<file path="src/rtl/pipeline_ctrl_pkg.sv">
// pipeline_ctrl_pkg: shared states, stall masks and stall priority decode for pipeline_ctrl.
package pipeline_ctrl_pkg;

    typedef enum logic [1:0] {
        PC_STATE_RUN,
        PC_STATE_HOLD,
        PC_STATE_FLUSH
    } pc_state_e;

    localparam int STALL_W = 6;
    localparam int WD_W    = 16;

    localparam logic [STALL_W-1:0] STALL_NONE = 6'b000000;
    localparam logic [STALL_W-1:0] STALL_IF   = 6'b000011;
    localparam logic [STALL_W-1:0] STALL_ID   = 6'b000111;
    localparam logic [STALL_W-1:0] STALL_EX   = 6'b001111;
    localparam logic [STALL_W-1:0] STALL_MEM  = 6'b011111;

    localparam logic [31:0] EXC_VECTOR_DEFAULT = 32'hBFC00380;

    function automatic logic [STALL_W-1:0] stall_decode(
        input logic r_if,
        input logic r_id,
        input logic r_ex,
        input logic r_mem
    );
        return r_mem ? STALL_MEM : r_ex ? STALL_EX : r_id ? STALL_ID : r_if ? STALL_IF : STALL_NONE;
    endfunction

endpackage

</file>
<file path="src/rtl/pipeline_ctrl_bus_watchdog.sv">
// bus_watchdog: counts consecutive enabled cycles and pulses timeout at TIMEOUT_CYCLES-1.
module bus_watchdog
    import pipeline_ctrl_pkg::*;
#(
    parameter int unsigned TIMEOUT_CYCLES = 255
) (
    input  logic clk,
    input  logic rst,
    input  logic en,
    output logic timeout
);

    logic [WD_W-1:0] count_q, count_d;

    always_comb begin
        timeout = en && (count_q == WD_W'(TIMEOUT_CYCLES - 1));
        count_d = (en && !timeout) ? count_q + 1'b1 : '0;
    end

    always_ff @(posedge clk) begin
        if (!rst) count_q <= '0;
        else      count_q <= count_d;
    end

endmodule

</file>
<file path="src/rtl/pipeline_ctrl.sv">
// pipeline_ctrl: per-stage stall merge and exception/ERET flush sequencing for the 5-stage core.
// Define PIPELINE_CTRL_TIMEOUT_EN to enable the MEM bus watchdog (bus_timeout).
module pipeline_ctrl
    import pipeline_ctrl_pkg::*;
#(
    parameter logic [31:0] EXC_VECTOR     = EXC_VECTOR_DEFAULT,
    parameter int unsigned TIMEOUT_CYCLES = 255
) (
    input  logic               clk,
    input  logic               rst,
    input  logic               stall_req_if,
    input  logic               stall_req_id,
    input  logic               stall_req_ex,
    input  logic               stall_req_mem,
    input  logic               exc_valid,
    input  logic               exc_is_eret,
    input  logic [31:0]        cp0_epc,
    output logic               exc_ack,
    output logic [STALL_W-1:0] stall,
    output logic               flush,
    output logic [31:0]        flush_pc,
    output logic               bus_timeout
);

    pc_state_e   state_q, state_d;
    logic [31:0] target_q, target_d;
    logic        flush_q, flush_d;
    logic [31:0] flush_pc_q, flush_pc_d;
    logic [31:0] tgt;
    logic        wd_en;
    logic        timeout;

    assign wd_en = rst && stall_req_mem && (state_q != PC_STATE_FLUSH);

`ifdef PIPELINE_CTRL_TIMEOUT_EN
    bus_watchdog #(
        .TIMEOUT_CYCLES(TIMEOUT_CYCLES)
    ) u_bus_watchdog (
        .clk    (clk),
        .rst    (rst),
        .en     (wd_en),
        .timeout(timeout)
    );
`else
    logic unused_cfg;
    assign unused_cfg = wd_en ^ (^TIMEOUT_CYCLES);
    assign timeout    = 1'b0;
`endif

    assign bus_timeout = timeout;
    assign flush       = flush_q;
    assign flush_pc    = flush_pc_q;
    assign tgt         = exc_is_eret ? cp0_epc : EXC_VECTOR;

    always_comb begin
        state_d    = state_q;
        target_d   = target_q;
        flush_d    = 1'b0;
        flush_pc_d = flush_pc_q;
        stall      = STALL_NONE;
        exc_ack    = 1'b0;
        case (state_q)
            PC_STATE_RUN: begin
                stall   = stall_decode(stall_req_if, stall_req_id, stall_req_ex, stall_req_mem);
                exc_ack = exc_valid;
                if (exc_valid) target_d = tgt;
                // A watchdog timeout overrides the MEM stall and redirects immediately.
                if (exc_valid || timeout) begin
                    flush_d    = !stall_req_mem || timeout;
                    state_d    = flush_d ? PC_STATE_FLUSH : PC_STATE_HOLD;
                    flush_pc_d = flush_d ? (exc_valid ? tgt : EXC_VECTOR) : flush_pc_q;
                end
            end
            PC_STATE_HOLD: begin
                stall = stall_req_mem ? STALL_MEM : STALL_NONE;
                if (!stall_req_mem || timeout) begin
                    state_d    = PC_STATE_FLUSH;
                    flush_d    = 1'b1;
                    flush_pc_d = target_q;
                end
            end
            default: state_d = PC_STATE_RUN;
        endcase
        if (!rst) begin
            stall   = STALL_NONE;
            exc_ack = 1'b0;
        end
    end

    always_ff @(posedge clk) begin
        if (!rst) begin
            state_q    <= PC_STATE_RUN;
            target_q   <= '0;
            flush_q    <= 1'b0;
            flush_pc_q <= '0;
        end else begin
            state_q    <= state_d;
            target_q   <= target_d;
            flush_q    <= flush_d;
            flush_pc_q <= flush_pc_d;
        end
    end

endmodule
</file>
<file path="config.mk">
export PLATFORM = sky130hd
export DESIGN_NAME = pipeline_ctrl
export DESIGN_NICKNAME = d
export VERILOG_FILES = /design/src/rtl/pipeline_ctrl_pkg.sv /design/src/rtl/pipeline_ctrl_bus_watchdog.sv /design/src/rtl/pipeline_ctrl.sv
export SDC_FILE = /design/constraint.sdc
export NUM_CORES = 1
export LEC_CHECK = 0
export ABC_AREA = 1
export CORE_ASPECT_RATIO = 2
export CORE_MARGIN = 2
export CORE_UTILIZATION = 47
export CTS_BUF_LIST = sky130_fd_sc_hd__clkbuf_4 sky130_fd_sc_hd__clkbuf_8 sky130_fd_sc_hd__clkbuf_16
export DETAILED_ROUTE_END_ITERATION = 7
export GPL_TIMING_DRIVEN = 0
export PLACE_DENSITY = 0.88
export SETUP_SLACK_MARGIN = 0.02
export SYNTH_ARGS = -nofsm -noshare
export SYNTH_HDL_FRONTEND = slang
export SYNTH_SLANG_ARGS = --single-unit
</file>
<file path="constraint.sdc">
create_clock -name clk -period 2.5 [get_ports clk]
set_input_delay 0.5 -clock clk [delete_from_list [all_inputs] [get_ports clk]]
set_output_delay 0.5 -clock clk [all_outputs]
set_load 0.005 [all_outputs]
</file>
==> impl_metrics.ini, run 1 <==
[status]
status = finished clean

[global_route]
grt_use_met2_pct = 36.5
grt_pass1_vias = 3256
grt_overflow_total = 0
use_met3_pct = 5.04
grt_util_all_layers_pct = 23.7
grt_max_degree = 18
use_met1_pct = 29.5
grt_pass1_wl_um = 15000
top_usage_layer = met2
antenna_found_initial = 0

[layout]
drive_gt1_share_pct = 8.85
final_util_pct = 64.5
diodes = 0
finalNetCount = 692
syn2layout_area_growth_pct = 34.0

[setup_path]
slowest_stage = clkdlybuf4s50_1
path_cells = clkdlybuf4s50_1 > nand2_2 > buf_2 > nor2_1 > clkdlybuf4s50_1
r2r-end = flush_pc[3]
crit_type = in -> out
cpPeakStageDelay_ns = 0.51
cp.required_ns = 2.00
critical_path_buf_inv_count = 3
reg2reg_from = state_q[0]
crit_arrival_ns = 1.91
path_common_cell = clkdlybuf4s50_1
startpoint_type = input port
crit_path_end_kind = output port
r2r_slack_ns = 1.13
critical-path-top-delay-family = buffers and inverters
r2r_cells = 8
path_max_fanout = 10

[synthesis]
synthFlopType = dfxtp_1
yosysUniqueCellTypes = 17
ys_seq_area_share_pct = 39.0
synthArstFlopShare_pct = 0
synth_seq_cells = 67
ys_warn_count = 0
netlist.area_leader.share_pct = 39.0
syn_avg_cell_area_um2 = 6.09
yosys-top-cells-area = dfxtp_1, nand2_1, nor2_1, nand3_1, inv_1
synth_edf_count = 0
synth_most_common_cell = nand2_1
synthCells = 565
synth_largest_area_cell = dfxtp_1
yosys-top-cells-count = nand2_1, nor2_1, dfxtp_1, nand3_1, inv_1
synth_area_um2 = 3440

[pwr]
p_per_area_nw_per_um2 = 654
p_int_w = 0.00223
power_frac_seq_pct = 39.7
p_leak_nw = 2.27
power.total_w = 0.00302
switchingPower_w = 0.000789
p_clk_share_pct = 41.1
switching_share_pct = 26.1
p_comb_share_pct = 19.1
peakVddDrop_mv = 0.436

[clock_network]
postCtsHoldBufs = 0
clkTransAtPathRegs_ns = 0.05
clkSinkCount = 67
post_cts.repair.setup_buffers = 0
clockBufferDepth = 2
insertion_delay_ns = 0.34
cts_made_buffers = 9
cts_tree = built
root_buffer = clkbuf_16
h-tree-depth = 3

[sta]
worstMarginPinSlew_ns = 0.606
fin_setup_tns_ns = 0
clock-skew-final_ns = 0.00514
setup_violations = 0
max_freq_mhz = 415
slew_violations = 0
finalCritPeriodShare_pct = 96.4
rsz0062_at_grt = false
maxSlewHeadroom_pct = 59.6
hold_viol = 0
min_period_ns = 2.41

[floorplan]
fp-row-count = 44
die_height_um = 125
dieWidth_um = 64.5
initial_core_util_pct = 48.1
coreArea_um2 = 7160
io_pins = 81
die_area_um2 = 8070

[route]
wire_per_inst_um = 11.9
drt_iter0_markers = 220
num_vias = 3590
remaining_drc_errors = 0
drt_wl_total_um = 8920
dr.pass1.iters = 5
ant_nets = 0
viasPerCell = 4.81

[placed_design]
gp_congestion = 0.866
io_buffers = 76
hpwl_um = 6200

[worst_hold_path]
hold_start = target_q[28]
hold_end = target_q[28]
worstHoldPathCells = 2
hold_path_class = reg -> reg

[run]
max_cap_violations = 0
-- kinds of logic after synthesis --
kind of cell | after synthesis | share of synthesized area (%)
buf+inv | 107 | 14.5
other cells | 1 | 0.109
simple gates | 371 | 43.6
compound gates | 19 | 2.84
flops | 67 | 39.0
-- tightest hold or removal path, cell delays in order, from the launching register on --
cell and delay [ns]:
dfxtp_1 0.32, nor2_1 0.05, nor2_1 0.08
-- registers in the layout, indices dropped and copies added, names as in the netlist --
name      count
target_q     32
flush_pc     32
flush         1
state_q       2
-- how the worst max path moves through the flow --
stage,startpoint,end,slack [ns],cells after the start
floorplan,rst,stall[1],0.81,5
global placement,stall_req_mem,stall[1],0.06,5
detailed placement,stall_req_mem,stall[1],0.04,5
CTS,stall_req_mem,stall[1],0.02,5
global route,exc_valid,exc_ack,0.03,5
finish,exc_valid,exc_ack,0.09,5
-- per-stage QoR --
stage | cells | area [µm²] | worst slack (ns) | hold WS (ns)
after global placement | 734 | 4320 | 0.0554 | 0.461
final | 747 | 4610 | 0.0912 | 0.480
after global routing | 747 | 4610 | 0.0294 | 0.497
after detailed placement | 734 | 4320 | 0.0445 | 0.472
after CTS | 747 | 4600 | 0.0228 | 0.484
after floorplan | 566 | 3450 | 0.805 | 0.456
-- final cells by class --
type                       instances  area (µm²)
timing repair buffer              76         763
multi-input combinational        392        1610
clock inverter                     3        40.0
buffer                            39         241
tap                               92         115
clock buffer                      11         246
sequential                        67        1340
inverter                          67         254
fill                             653        2540
-- metal layers --
layer  vias to the layer above  part of all wire, %
met5                         -                    0
met4                         0                  4.3
met3                        27                  8.4
met2                       162                   46
met1                      1535                   41
li1                       1866                    -
-- power by group through the flow --
stage | sequential, W | clock, W | combinational, W
after floorplan | 0.00122 | 0 | 0.000330
after global placement | 0.00122 | 0 | 0.000560
after detailed placement | 0.00122 | 0 | 0.000570
after CTS | 0.00120 | 0.00125 | 0.000576
after global routing | 0.00121 | 0.00130 | 0.000650
final | 0.00120 | 0.00124 | 0.000578
-- cells in the final DEF (no fill, tap or decap) --
cell type,instances
a21oi_1,5
buf_1,1
buf_2,19
buf_4,9
buf_6,5
bufinv_16,1
clkbuf_1,5
clkbuf_16,9
clkbuf_4,1
clkbuf_8,1
clkdlybuf4s50_1,75
clkinv_2,2
conb_1,2
dfxtp_1,67
dlymetal6s2s_1,1
inv_1,63
inv_2,3
inv_4,1
nand2_1,151
nand2_2,4
nand3_1,66
nand3_2,1
nor2_1,147
nor2_4,2
o211ai_1,1
o21ai_0,13
-- timing repair --
item	4_1_cts	5_1_grt
gates resized for setup	0	4
endpoints found under the setup margin	2	1
hold endpoints to repair	0	0
(Power assumes the default switching activity.)
==> inputs of run 2 (changes only) <==
Settings changed: CELL_PAD_IN_SITES_DETAIL_PLACEMENT set to 1, CELL_PAD_IN_SITES_GLOBAL_PLACEMENT set to 2, CORE_UTILIZATION 47 to 28, PLACE_DENSITY 0.88 to 0.95.
==> impl_metrics.ini, run 2 (same netlist as run 1, synthesis figures left out) <==
[status]
status = finished clean

[run]
max_cap_violations = 0

[clock_network]
clockBufferDepth = 2
cts_tree = built
h-tree-depth = 3
root_buffer = clkbuf_16
cts_made_buffers = 9
postCtsHoldBufs = 0
clkSinkCount = 67
insertion_delay_ns = 0.33
clkTransAtPathRegs_ns = 0.05
cts_resized = 1
post_cts.repair.setup_buffers = 0

[global_route]
use_met3_pct = 3.43
grt_use_met2_pct = 33.4
grt_max_degree = 18
grt_pass1_wl_um = 18300
top_usage_layer = met2
antenna_found_initial = 0
grt_util_all_layers_pct = 18.2
grt_overflow_total = 0
grt_pass1_vias = 3877
use_met1_pct = 18.8

[sta]
rsz0062_at_grt = false
finalCritPeriodShare_pct = 97.4
slew_violations = 0
clock-skew-final_ns = 0.00666
layout_setup_ws_ns = 0.0655
fin_setup_tns_ns = 0
hold_viol = 0
maxSlewHeadroom_pct = 57.4
min_period_ns = 2.43
setup_violations = 0
worstMarginPinSlew_ns = 0.640
max_freq_mhz = 411

[setup_path]
startpoint_type = input port
crit_type = in -> out
path_max_fanout = 10
crit_path_end_kind = output port
crit_arrival_ns = 1.93
cp.required_ns = 2.00

[layout]
final_util_pct = 39.1
syn2layout_area_growth_pct = 37.0
finalNetCount = 692
diodes = 0
final_common_cell = nand2_1
fin_cells = 804
layout_common_cells = nand2_1, nor2_1, clkdlybuf4s50_1
drive_gt1_share_pct = 9.28

[pwr]
p_leak_nw = 2.28
p_per_area_nw_per_um2 = 666
peakVddDrop_mv = 0.329
power.total_w = 0.00314

[placed_design]
dp_slack_ns = 0.00332
gp_congestion = 0.820
io_buffers = 76
hpwl_um = 8780
place_inst = 789

[floorplan]
die_height_um = 161
dieWidth_um = 82.4
fp-row-count = 57
initial_core_util_pct = 28.6
io_pins = 81
coreArea_um2 = 12100
die_area_um2 = 13200

[route]
drt_iter0_markers = 148
num_vias = 3705
wire_per_inst_um = 14.2
dr.pass1.iters = 4
remaining_drc_errors = 0
drt_wl_total_um = 11400
viasPerCell = 4.61
ant_nets = 0

[worst_hold_path]
hold_path_class = reg -> reg
[run 2: final cells by class]
class / instances / area [µm²]
plain buffers: 39 / 241
clock buffers: 15 / 289
clock inverters: 1 / 30.0
fillers: 1590 / 7340
inverters: 67 / 251
multi-input cells: 392 / 1620
flip-flops and latches: 67 / 1340
well taps: 147 / 184
repair buffers: 76 / 761
[run 2: critical path, cell delays in order]
cell and delay, ns:
clkdlybuf4s50_1 0.50, nand2_2 0.10, buf_2 0.21, nor2_1 0.11
clkdlybuf4s50_1 0.51
[run 2: worst paths after layout]
path                            slack (ns)  cells past startpoint    startpoint           end
worst max register to register        1.06                      7    state_q[1]   flush_pc[0]
worst max-delay path                  0.07                      5     exc_valid       exc_ack
worst min-delay path                  0.48                      2  target_q[24]  target_q[24]
worst min register to register        0.48                      2  target_q[24]  target_q[24]
[run 2: where the power goes]
| group | internal [W] | leakage (nW) | switching (W) |
|---|---|---|---|
| logic | 0.000278 | 1.56 | 0.000318 |
| registers | 0.00116 | 0.554 | 0.0000458 |
| clock network | 0.000888 | 0.160 | 0.000456 |
[run 2: through the flow]
| stage | hold slack [ns] | cell area, µm² |
|---|---|---|
| floorplan | 0.456 | 3450 |
| global placement | 0.464 | 4390 |
| detailed placement | 0.478 | 4390 |
| CTS | 0.489 | 4710 |
| global route | 0.511 | 4710 |
| finish | 0.482 | 4710 |
[run 2: metal layers]
layer,routed length (µm),part of all wire (%)
met1,4420,39
met3,323,2.8
met5,0,0
met2,6250,55
met4,380,3.3
